--- src/rtl/ex_mem_pipe_fifo_if.sv ---
// EX->MEM beat bus: EX-side push channel and MEM-side show-ahead head channel.
// master = EX/MEM environment, slave = the pipeline FIFO.
interface ex_mem_pipe_fifo_if #(
   parameter int CTRL_W = 3,
   parameter int DATA_W = 32,
   parameter int DEST_W = 4
);
   // valid/ready: a beat transfers on a rising edge where valid and ready are both 1;
   // the sender keeps valid and payload stable until that edge, ready never depends on valid.
   logic              in_valid;
   logic              in_ready;
   logic [CTRL_W-1:0] in_ctrl;
   logic [DATA_W-1:0] in_alu_res;
   logic [DATA_W-1:0] in_rm_val;
   logic [DEST_W-1:0] in_dest;

   logic              out_valid;
   logic              out_ready;
   logic [CTRL_W-1:0] out_ctrl;
   logic [DATA_W-1:0] out_alu_res;
   logic [DATA_W-1:0] out_rm_val;
   logic [DEST_W-1:0] out_dest;

   modport master (
      output in_valid, in_ctrl, in_alu_res, in_rm_val, in_dest, out_ready,
      input  in_ready, out_valid, out_ctrl, out_alu_res, out_rm_val, out_dest
   );

   modport slave (
      input  in_valid, in_ctrl, in_alu_res, in_rm_val, in_dest, out_ready,
      output in_ready, out_valid, out_ctrl, out_alu_res, out_rm_val, out_dest
   );
endinterface

--- src/rtl/ex_mem_pipe_fifo.sv ---
// Elastic EX->MEM pipeline stage: DEPTH-entry show-ahead FIFO with flush.
// Optional stall counter output enabled by defining EX_MEM_STALL_CNT_EN.
module ex_mem_pipe_fifo #(
   parameter int CTRL_W = 3,
   parameter int DATA_W = 32,
   parameter int DEST_W = 4,
   parameter int DEPTH  = 2
) (
   input  logic                         clk,
   input  logic                         rst,
   input  logic                         flush,
   ex_mem_pipe_fifo_if.slave            bus,
   output logic [$clog2(DEPTH+1)-1:0]   count
`ifdef EX_MEM_STALL_CNT_EN
   ,
   output logic [15:0]                  stall_cnt
`endif
);

   localparam int CNT_W = $clog2(DEPTH + 1);
   localparam int PTR_W = $clog2(DEPTH);

   logic [CTRL_W-1:0] ctrl_q [DEPTH];
   logic [DATA_W-1:0] alu_q  [DEPTH];
   logic [DATA_W-1:0] rm_q   [DEPTH];
   logic [DEST_W-1:0] dest_q [DEPTH];

   logic [PTR_W-1:0] rd_ptr_q, rd_ptr_d;
   logic [PTR_W-1:0] wr_ptr_q, wr_ptr_d;
   logic [CNT_W-1:0] count_q,  count_d;

   logic full;
   logic empty;
   logic push;
   logic pop;

   // Ready and valid come from registered occupancy only, so MEM stalls never
   // ripple combinationally back into EX.
   assign full  = (count_q == CNT_W'(DEPTH));
   assign empty = (count_q == '0);
   assign push  = bus.in_valid & ~full & ~flush;
   assign pop   = ~empty & bus.out_ready & ~flush;

   assign bus.in_ready  = ~full;
   assign bus.out_valid = ~empty;
   assign count         = count_q;

   always_comb begin
      rd_ptr_d = rd_ptr_q;
      wr_ptr_d = wr_ptr_q;
      count_d  = count_q;
      if (flush) begin
         rd_ptr_d = '0;
         wr_ptr_d = '0;
         count_d  = '0;
      end else begin
         if (push) wr_ptr_d = wr_ptr_q + 1'b1;
         if (pop)  rd_ptr_d = rd_ptr_q + 1'b1;
         case ({push, pop})
            2'b10:   count_d = count_q + 1'b1;
            2'b01:   count_d = count_q - 1'b1;
            default: count_d = count_q;
         endcase
      end
   end

   always_ff @(posedge clk or negedge rst) begin
      if (!rst) begin
         rd_ptr_q <= '0;
         wr_ptr_q <= '0;
         count_q  <= '0;
      end else begin
         rd_ptr_q <= rd_ptr_d;
         wr_ptr_q <= wr_ptr_d;
         count_q  <= count_d;
      end
   end

   always_ff @(posedge clk or negedge rst) begin
      if (!rst) begin
         for (int i = 0; i < DEPTH; i++) begin
            ctrl_q[i] <= '0;
            alu_q[i]  <= '0;
            rm_q[i]   <= '0;
            dest_q[i] <= '0;
         end
      end else if (push) begin
         ctrl_q[wr_ptr_q] <= bus.in_ctrl;
         alu_q[wr_ptr_q]  <= bus.in_alu_res;
         rm_q[wr_ptr_q]   <= bus.in_rm_val;
         dest_q[wr_ptr_q] <= bus.in_dest;
      end
   end

   // Bubbles must never carry WB/read/write enables; stale payload is harmless.
   assign bus.out_ctrl    = empty ? '0 : ctrl_q[rd_ptr_q];
   assign bus.out_alu_res = alu_q[rd_ptr_q];
   assign bus.out_rm_val  = rm_q[rd_ptr_q];
   assign bus.out_dest    = dest_q[rd_ptr_q];

`ifdef EX_MEM_STALL_CNT_EN
   logic [15:0] stall_q, stall_d;

   always_comb begin
      stall_d = stall_q;
      if (bus.in_valid && full && (stall_q != 16'hFFFF)) stall_d = stall_q + 16'd1;
   end

   always_ff @(posedge clk or negedge rst) begin
      if (!rst) stall_q <= '0;
      else      stall_q <= stall_d;
   end

   assign stall_cnt = stall_q;
`endif

endmodule
--- src/flat_wrapper.sv ---
// flat-port wrapper written by rule: the top's interface ports become plain ports
module ex_mem_pipe_fifo_flat 
#(
   parameter int CTRL_W = 3,
   parameter int DATA_W = 32,
   parameter int DEST_W = 4,
   parameter int DEPTH  = 2
)
  (clk, rst, flush, count, bus_in_valid, bus_in_ctrl, bus_in_alu_res, bus_in_rm_val, bus_in_dest, bus_out_ready, bus_in_ready, bus_out_valid, bus_out_ctrl, bus_out_alu_res, bus_out_rm_val, bus_out_dest);
  ex_mem_pipe_fifo_if #(.CTRL_W(CTRL_W), .DATA_W(DATA_W), .DEST_W(DEST_W)) bus_i ();
  input  logic clk;
  input  logic rst;
  input  logic flush;
  output logic [$clog2(DEPTH+1)-1:0] count;
  input wire logic [$bits(bus_i.in_valid)-1:0] bus_in_valid;
  input wire logic [$bits(bus_i.in_ctrl)-1:0] bus_in_ctrl;
  input wire logic [$bits(bus_i.in_alu_res)-1:0] bus_in_alu_res;
  input wire logic [$bits(bus_i.in_rm_val)-1:0] bus_in_rm_val;
  input wire logic [$bits(bus_i.in_dest)-1:0] bus_in_dest;
  input wire logic [$bits(bus_i.out_ready)-1:0] bus_out_ready;
  output wire logic [$bits(bus_i.in_ready)-1:0] bus_in_ready;
  output wire logic [$bits(bus_i.out_valid)-1:0] bus_out_valid;
  output wire logic [$bits(bus_i.out_ctrl)-1:0] bus_out_ctrl;
  output wire logic [$bits(bus_i.out_alu_res)-1:0] bus_out_alu_res;
  output wire logic [$bits(bus_i.out_rm_val)-1:0] bus_out_rm_val;
  output wire logic [$bits(bus_i.out_dest)-1:0] bus_out_dest;
  assign bus_i.in_valid = bus_in_valid;
  assign bus_i.in_ctrl = bus_in_ctrl;
  assign bus_i.in_alu_res = bus_in_alu_res;
  assign bus_i.in_rm_val = bus_in_rm_val;
  assign bus_i.in_dest = bus_in_dest;
  assign bus_i.out_ready = bus_out_ready;
  assign bus_in_ready = bus_i.in_ready;
  assign bus_out_valid = bus_i.out_valid;
  assign bus_out_ctrl = bus_i.out_ctrl;
  assign bus_out_alu_res = bus_i.out_alu_res;
  assign bus_out_rm_val = bus_i.out_rm_val;
  assign bus_out_dest = bus_i.out_dest;
  ex_mem_pipe_fifo #(.CTRL_W(CTRL_W), .DATA_W(DATA_W), .DEST_W(DEST_W), .DEPTH(DEPTH)) u_core (.clk(clk), .rst(rst), .flush(flush), .bus(bus_i), .count(count));
endmodule
--- config.mk ---
export PLATFORM = sky130hd
export DESIGN_NAME = ex_mem_pipe_fifo_flat
export DESIGN_NICKNAME = d
export VERILOG_FILES = /design/src/rtl/ex_mem_pipe_fifo_if.sv /design/src/rtl/ex_mem_pipe_fifo.sv /design/src/flat_wrapper.sv
export SDC_FILE = /design/constraint.sdc
export NUM_CORES = 1
export LEC_CHECK = 0
export ABC_AREA = 1
export CORE_ASPECT_RATIO = 1.2
export CORE_MARGIN = 2
export CORE_UTILIZATION = 35
export CTS_BUF_LIST = sky130_fd_sc_hd__clkbuf_8
export DETAILED_ROUTE_END_ITERATION = 7
export PLACE_DENSITY = 0.68
export REMOVE_ABC_BUFFERS = 1
export SETUP_SLACK_MARGIN = 0.3
export SYNTH_ARGS = -nofsm -noshare
export SYNTH_HDL_FRONTEND = slang
export SYNTH_SLANG_ARGS = --single-unit
--- constraint.sdc ---
create_clock -name clk -period 3.16 [get_ports clk]
set_input_delay 0.79 -clock clk [delete_from_list [all_inputs] [get_ports clk]]
set_output_delay 0.79 -clock clk [all_outputs]
set_load 0.02 [all_outputs]
# After elaboration in Yosys (flattened, before gate mapping)
# Cells that the tools add are included.
op_classes:
  add_sub_neg: 4
  mul: 0
  n_div: 0
  n_lt_le_gt_ge: 3
  n_eq_ne: 3
  n_shift: 0
  muxes: 29
  bitwise_logic: 9
  reduce_logical: 5
ops:
  columns: ["operator", "n"]
  rows:
  - ["2-to-1 mux 32 bit", 7]
  - ["bitwise mux 64 bit", 2]
  - ["demux 32 bit (select 1 bit)", 1]
  - ["2-to-1 mux 4 bit", 4]
  - ["2-to-1 mux 3 bit", 5]
  - ["bitwise mux 8 bit", 1]
  - ["bitwise mux 6 bit", 1]
  - ["AND 1 bit", 4]
  - ["demux 4 bit (select 1 bit)", 1]
  - ["equality test 2 bit, second input constant", 2]
  - ["greater-or-equal comparator 2 bit, second input constant", 2]
  - ["2-to-1 mux 1 bit", 4]
  - ["inverter 1 -> 2 bit", 2]
  - ["case mux 2 bit (2 select lines)", 1]
  - ["nonzero test 2 bit", 2]
  - ["demux 3 bit (select 1 bit)", 1]
  - ["inverter 1 bit", 3]
  - ["nonzero test 3 bit", 1]
  - ["adder 1 bit, second input constant", 2]
  - ["adder 2 x 1 -> 2 bit, second input constant", 1]
  - ["equality test 2 x 1 -> 1 bit, second input constant", 1]
  - ["logical NOT 2 bit", 1]
  - ["less-than comparator 2 x 1 -> 1 bit, second input constant", 1]
  - ["2-to-1 mux 2 bit", 1]
  - ["other kinds (2)", 2]
word_totals:
  ff_bits: 146
  latchBits: 0
  ramBits: 0
  romBits: 0
  input_bits: 76
  output_inout_bits: 75
  word_cells: 64
  memories: 0

# Logic depth before layout (Yosys ltp)
# Gate-level depths: netlist (run 1).
logic_depth:
  word_depth: 7
  depth_mapped: 9
  mapped_depth_nobuf: 9

# Least setup slack after synthesis (run 1)
# No wires, ideal clock.
synth_path:
  path_type: "reg-to-output"
  from: "register u_core.rd_ptr_q"
  to: "output bus_out_ctrl[0]"
  t_arrival_ns: 1.296
  required_ns: 2.370
  path_slack_ns: 1.074
  stages_incl_launch_ff: 6
  n_path_buf: 2
  path_cell_list: "dfrtp_1 > buf_2 > inv_2 > clkbuf_1 > nand2_1 > a21oi_1"
synth_via:
  elab_chain_cells: 5
synth_rtl:
  columns: ["item", "line", "text"]
  rows:
  - ["start, declared", "ex_mem_pipe_fifo.sv:28", "logic [PTR_W-1:0] rd_ptr_q, rd_ptr_d;"]
  - ["start signal, assigned", "ex_mem_pipe_fifo.sv:73", "rd_ptr_q <= rd_ptr_d;"]
  - ["inverter 1 -> 2 bit (implied by the code)", "ex_mem_pipe_fifo.sv:96", "assign bus.out_ctrl = empty ? '0 : ctrl_q[rd_ptr_q];"]
  - ["2-to-1 mux 3 bit (implied by the code) (3 in series)", "ex_mem_pipe_fifo.sv:96", null]
  - ["2-to-1 mux 3 bit", "ex_mem_pipe_fifo.sv:96", null]
  - ["end, declared", "flat_wrapper.sv:23", "output wire logic [$bits(bus_i.out_ctrl)-1:0] bus_out_ctrl;"]
# No other way between the ends. The select of a mux whose other input is x is not followed.

# Worst setup path in the final report (run 1)
layout_path:
  from: "register u_core.rd_ptr_q"
  to: "output bus_out_rm_val[6]"
layout_via:
  elab_chain_cells: 4
layout_rtl:
  columns: ["item", "line", "text"]
  rows:
  - ["inverter 1 -> 2 bit (implied by the code)", "ex_mem_pipe_fifo.sv:98", "assign bus.out_rm_val = rm_q[rd_ptr_q];"]
  - ["2-to-1 mux 32 bit (implied by the code) (3 in series)", "ex_mem_pipe_fifo.sv:98", null]
  - ["end, declared", "flat_wrapper.sv:25", "output wire logic [$bits(bus_i.out_rm_val)-1:0] bus_out_rm_val;"]
# No other way between the ends. The select of a mux whose other input is x is not followed.

==> results of run 1 <==
routing by layer:
layer | up-vias | track usage | wire length, µm
met5 | - | 0 | 0
met3 | 7 | 0.0466 | 799
li1 | 2741 | - | -
met1 | 2510 | 0.219 | 7000
met2 | 123 | 0.250 | 7180
met4 | 0 | 0.0502 | 157
cells by family (layout without fill, tap and decap cells):
kind of cell / after synthesis / in the layout / synth area share
other: 0 / 2 / 0
flip-flops: 146 / 146 / 0.559
AO/OA/AOI/OAI: 148 / 148 / 0.121
AND/OR/NAND/NOR: 377 / 377 / 0.228
buffers and inverters: 124 / 275 / 0.0917
through the flow:
stage	worst slack [ns]	setup TNS, ns	cell area (µm²)	util
floorplan	-0.0429	-2.25	6230	-
global placement	0.616	0	8210	0.450
detailed placement	0.578	0	8210	0.450
CTS	0.235	0	8640	0.474
global route	0.201	0	8730	0.478
finish	0.325	0	8730	0.479
area by class of cell:
class / instances / area share
antenna: 2 / 0.000573
clock buffer: 17 / 0.0268
clock inverter: 15 / 0.0206
inverter: 79 / 0.0343
multi-input combinational: 525 / 0.261
sequential: 146 / 0.419
tap: 224 / 0.0321
timing repair buffer: 164 / 0.206
flip-flops by register name, indices dropped and copies added, names as in the netlist:
register / flops
u_core.alu_q: 64
u_core.rm_q: 64
u_core.dest_q: 8
u_core.ctrl_q: 6
u_core.count: 2
u_core.rd_ptr_q: 1
u_core.wr_ptr_q: 1
worst register-to-register path, delay by kind of cell (launching register included):
family,cells,cell delay [ns]
AOI/OAI and AO/OA,1,0.06
DFF,1,0.43
and+or+nand+nor,4,0.60
buffers and inverters,3,0.54
worst paths after layout:
path	startpoint	endpoint	slack (ns)	cells past startpoint
hold reg to reg	u_core.rm_q[33]	u_core.rm_q[33]	0.49	2
max in group asynchronous	rst	u_core.rm_q[12]	2.03	2
hold / removal	rst	u_core.rm_q[48]	0.34	1
setup reg to reg	u_core.count[0]	u_core.rm_q[5]	1.43	8
min in group clk	u_core.rm_q[33]	u_core.rm_q[33]	0.49	2
setup / recovery	u_core.rd_ptr_q	bus_out_rm_val[6]	0.33	4
power breakdown:
part	switching [mW]	leakage, nW	internal (mW)
Clock	0.757	0.203	0.788
Sequential	0.482	1.82	2.74
Combinational	2.00	2.79	1.62
Total	3.24	4.81	5.15
cells in the mapped netlist, drive strengths merged:
cell,n,area (µm²)
dfrtp,146,3650
nand2,367,1420
nor3,2,10.0
nand3,4,45.0
clkbuf,24,90.1
buf,21,210
o21ai,143,764
o21bai,1,7.51
nor2,3,11.3
inv,79,299
a21oi,4,20.0
nand4,1,6.26
timing repair:
| item | 4_1_cts | 5_1_grt |
|---|---|---|
| setup endpoints to repair | 45 | 67 |
| resized for setup | 8 | 35 |
| endpoints found under the hold margin | 0 | 0 |
| buffers inserted | 0 | 0 |
==> results by group, run 1 <==
Status
  • Status: complete, no violations

Finish
  • Area of the multi-input gates: 0.00228 mm²
  • Number of fill cells in the layout: 1769
  • Register area: around 0.0037 mm²
  • Area Overhead vs Synth: 33.7%
  • Final std cells w/o fill: 1172
  • Most frequent cells in the layout: 356 x nand2_1, 145 x dfrtp_1, 128 x o21ai_1, 110 x clkdlybuf4s50_1, 76 x inv_1
  • Final nets: 1009
  • Most common cell after layout, fill and taps aside: nand2_1
  • Layout cells sized above 1: 0.0814

Min path
  • Hold Crit Class: in2async

Global routing
  • First-pass GRT wire length: 25500 µm
  • Total track usage: 0.161
  • Initial antenna violation count: 2
  • Vias in the first global route: 5092
  • Largest net degree at the start of global routing: 73
  • Total congestion overflow: 0

Detailed routing
  • Initial DRT Pass Iterations: 5
  • Post-detailed-route DRC marker count: 0
  • Post-DR vias/cell: approximately 4.6
  • Avg WL per Cell: 12.9 µm
  • WL final: 15100 µm
  • Post-DRT Antenna Nets: 0
  • Initial DRC Count: 294
  • Vias: roughly 5400

Critical path
  • Slowest library cell on the worst path: clkdlybuf4s50_1
  • Critical path class: reg2out
  • Worst path required time: about 2.4 ns
  • Crit-path leading delay family: buffers and inverters
  • Worst-path fanout max: 72
  • CP Launch Type: register
  • Crit path DAT: 2.04 ns
  • Worst path max stage delay: approximately 0.6 ns
  • CP Capture Type: output port
  • Most common cell type on the critical path: nand2_1
  • Critical path cell sequence: buf_16, nand2_1, nand2_1, clkdlybuf4s50_1
  • Buf/Inv on CP: 2

Timing
  • Final period utilization: 0.897
  • Worst Max-Slew Pin Slew: 0.636 ns
  • Worst Skew: 0.00740 ns
  • Setup violations, final: 0
  • Worst hold slack: roughly 0.34 ns
  • Max Slew Vio Count: 0
  • RSZ-0062 raised after global routing: yes
  • Max_slew headroom: 0.576
  • Min cycle time layout: 2.83 ns
  • F_max: 0.353 GHz
  • Hold Vio Cnt, Final: 0

Floorplan
  • Die area: roughly 0.020 mm²
  • Core Region: roughly 0.018 mm²
  • Floorplan row count: 54
  • Top-Level Pins: around 150
  • Die Y-Extent: about 150 µm
  • Initial Util: 0.358
  • Die Span X: 129 µm

Clock network
  • CTS buffer count: 17
  • Clk slew on worst S/H paths: approximately 0.080 ns
  • Clock latency on the worst-skew pair: approximately 0.44 ns
  • H-tree Lvls: 4
  • Clock Tree Buf Depth: 2
  • # hold bufs at CTS: 0
  • Clock Sinks: 146
  • Clk root buf: clkbuf_8
  • CTS tree: built

Power and ir drop
  • Leak: roughly 4.8 nW
  • Pwr per Cell Area: 961 mW/mm²
  • Total power: 8.39 mW
  • Maximum VDD drop: 0.392 mV

Synth
  • Syn Inst Count: slightly below 800
  • Synthesis-stage register bit count: 146
  • Number of synthesis warnings: 0
  • Netlist cell types: 21
  • Post-synthesis sequential area ratio: 0.559
  • Post-Synthesis Cell Area: between 0.006 and 0.007 mm²
  • Synthesized area per cell: slightly above 8 µm²

Placed design
  • Placed Cells: roughly 1100
  • Placed wire-length estimate: 9840 µm
  • PortBufs: 150
  • Gpl congestion: just over 0.7

Run
  • # Max-Cap Violations: 0
Note: power is estimated with default switching activity, not from simulation.
==> run 2, diff against run 1 <==
Settings changed: CORE_MARGIN 2 to 10.
==> run 2 against run 1 <==
Net effect:
- die area increased by 24%
- routed wire length increased by 11%
- critical path depth increased by 1
- largest power group unchanged
- first-iteration DRC count increased by 0.68%
- utilization increased by 0.37 points
- setup slack improved by 0.019 ns
- sequential cell count unchanged
- clock power about the same
==> results by group, run 2 (synthesis gave the netlist of run 1 again) <==
Timing
  • Hold Vio Cnt, Final: 0 (unchanged)
  • Worst Skew: 0.00531 ns (-0.00209 ns)
  • Min cycle time layout: 2.82 ns (-0.0194 ns)
  • RSZ-0062 raised after global routing: yes
  • Fin Setup TNS: 0 ns (unchanged)
  • Worst Max-Slew Pin Slew: 0.617 ns (-0.0186 ns)
  • Setup violations, final: 0 (unchanged)
  • Max Slew Vio Count: 0 (unchanged)
  • F_max: 0.355 GHz (+0.69%)
  • Final period utilization: 0.891 (-0.00614)
  • Max_slew headroom: 0.588 (+0.0124)

Critical path
  • CP Capture Type: output port
  • Reg2reg setup slack: 1.59 ns (+0.16 ns)
  • Worst-path fanout max: 23 (-68%)
  • Worst path required time: 2.37 ns (about the same)
  • CP Launch Type: register
  • Slowest library cell on the worst path: clkdlybuf4s50_1
  • Critical path cell sequence: inv_2, buf_12, nand2_1, a21oi_1, clkdlybuf4s50_1
  • Crit-path leading delay family: buffers and inverters
  • FF-to-FF path depth: 8 (unchanged)
  • Critical path class: reg2out
  • Crit path DAT: 2.03 ns (about the same)
  • R2r startpoint: u_core.count[0]
  • Buf/Inv on CP: 3 (+1)
  • Worst path max stage delay: 0.62 ns (about the same)
  • R2r endpoint: u_core.rm_q[27]

Clock network
  • Clock Tree Buf Depth: 2 (unchanged)
  • Clock Sinks: 146 (unchanged)
  • H-tree Lvls: 4 (unchanged)
  • CTS buffer count: 17 (unchanged)
  • Clk root buf: clkbuf_8
  • CTS tree: built
  • Clk slew on worst S/H paths: 0.08 ns (about the same)
  • # hold bufs at CTS: 0 (unchanged)
  • Clock latency on the worst-skew pair: 0.43 ns (about the same)

Finish
  • Most common cell after layout, fill and taps aside: nand2_1
  • Area Overhead vs Synth: 34.7%
  • Most frequent cells in the layout: 356 x nand2_1, 145 x dfrtp_1, 128 x o21ai_1, 89 x clkdlybuf4s50_1, 77 x inv_1
  • Layout cells sized above 1: 0.0774 (-0.00398)
  • ANT cells: 0 (-2)
  • Final nets: 1006 (-0.30%)
  • Biggest regs: u_core.alu_q x64, u_core.rm_q x64, u_core.dest_q x8
  • Design area: 0.00880 mm² (+0.77%)

Placed design
  • PortBufs: 150 (unchanged)
  • Cell Area, Placed: 0.00815 mm² (-0.76%)
  • Placed wire-length estimate: 10900 µm (+10%)
  • Gpl congestion: 0.786 (+9.2%)

Power and ir drop
  • Clock power share: 0.185 (about the same)
  • P_int: 5.24 mW (+1.9%)
  • Pwr per Cell Area: 960 mW/mm² (about the same)
  • Leak: 5.12 nW (+6.4%)
  • Sw Pwr: 3.20 mW (-1.2%)
  • Maximum VDD drop: 0.408 mV (+4.1%)
  • Gate power share: 0.433 (about the same)
  • Share of power burned in registers: 0.382 (about the same)
  • Switching power share of the total: 0.379 (-0.00718)

Floorplan
  • Die area: 0.0246 mm² (+24%)
  • Initial Util: 0.358 (unchanged)
  • Top-Level Pins: 151 (unchanged)
  • Floorplan row count: 54 (unchanged)
  • Die Span X: 145 µm (+12%)
  • Core Region: 0.0182 mm² (unchanged)
  • Die Y-Extent: 170 µm (+10%)

Global routing
  • Initial antenna violation count: 0 (-2)
  • Total track usage: 0.138 (-0.0236)
  • Total congestion overflow: 0 (unchanged)
  • First-pass GRT wire length: 27200 µm (+7.0%)
  • Vias in the first global route: 5380 (+5.7%)
  • Largest net degree at the start of global routing: 102 (+40%)

Detailed routing
  • Post-detailed-route DRC marker count: 0 (unchanged)
  • Post-DRT Antenna Nets: 0 (unchanged)
  • WL final: 16800 µm (+11%)
  • Initial DRT Pass Iterations: 5 (unchanged)
  • Post-DR vias/cell: 4.56 (-0.64%)
  • Avg WL per Cell: 14.4 µm (+11%)
  • Vias: 5324 (-1.1%)
  • Initial DRC Count: 296 (+0.68%)

Min path
  • Hold Crit Class: in2async

Status
  • Status: complete, no violations

Run
  • # Max-Cap Violations: 0 (unchanged)
run 2: worst reg2reg max path: cells and delay by family (launching register included):
kind	cells	cell delay (ns)
buffers and inverters	3	0.61
flip-flops	1	0.43
AND/OR/NAND/NOR	4	0.36
AO/OA/AOI/OAI	1	0.10
run 2: final cells by class:
| cell class | instances | area [µm²] |
|---|---|---|
| fill | 1768 | 9440 |
| sequential | 146 | 3650 |
| multi-input combinational | 525 | 2280 |
| timing repair buffer | 161 | 1850 |
| clock buffer | 22 | 303 |
| inverter | 79 | 299 |
| tap | 224 | 280 |
| clock inverter | 10 | 130 |
run 2: how the worst max path moves through the flow:
| stage | startpoint | endpoint | slack, ns | cells past startpoint |
|---|---|---|---|---|
| 2_1_floorplan | u_core.rd_ptr_q | bus_out_ctrl[0] | -0.04 | 3 |
| 3_5_place_dp | u_core.rd_ptr_q | bus_out_alu_res[6] | 0.76 | 5 |
| 4_1_cts | u_core.rd_ptr_q | bus_out_ctrl[2] | 0.27 | 4 |
| 5_1_grt | u_core.rd_ptr_q | bus_out_ctrl[1] | 0.20 | 5 |
| 6_report | u_core.rd_ptr_q | bus_out_ctrl[2] | 0.34 | 5 |
| 3_3_place_gp | u_core.rd_ptr_q | bus_out_alu_res[6] | 0.76 | 5 |
run 2: repair_timing:
item / in CTS / in global routing
endpoints found under the setup margin: 25 / 67
hold endpoints to repair: 0 / 0
cloned: 1 / 1
setup buffers: 0 / 0
resized for setup: 2 / 61
run 2: per-stage QoR:
stage               setup WS [ns]  std cells  utilization  total power, mW  hold slack, ns
finish                      0.345       1167        0.482             8.45           0.325
floorplan                 -0.0429        750            -             5.31           0.453
global placement            0.763       1133        0.447             6.94           0.465
global route                0.197       1167        0.482             9.14           0.343
detailed placement          0.755       1133        0.447             7.01           0.473
CTS                         0.268       1166        0.472             8.65           0.327
run 2: power by group through the flow:
stage               clock network, mW  registers, mW  logic, mW
finish                           1.57           3.23       3.65
global route                     1.71           3.35       4.08
CTS                              1.62           3.22       3.81
detailed placement                  0           3.25       3.76
global placement                    0           3.23       3.71
floorplan                           0           3.19       2.12
run 2: routing by layer:
metal  GRT usage  share of wire  vias to the layer above
met5           0              0                        -
met3      0.0406          0.056                       13
met2       0.231           0.49                      117
met1       0.166           0.44                     2468
met4      0.0436          0.015                        0
li1            -              -                     2726
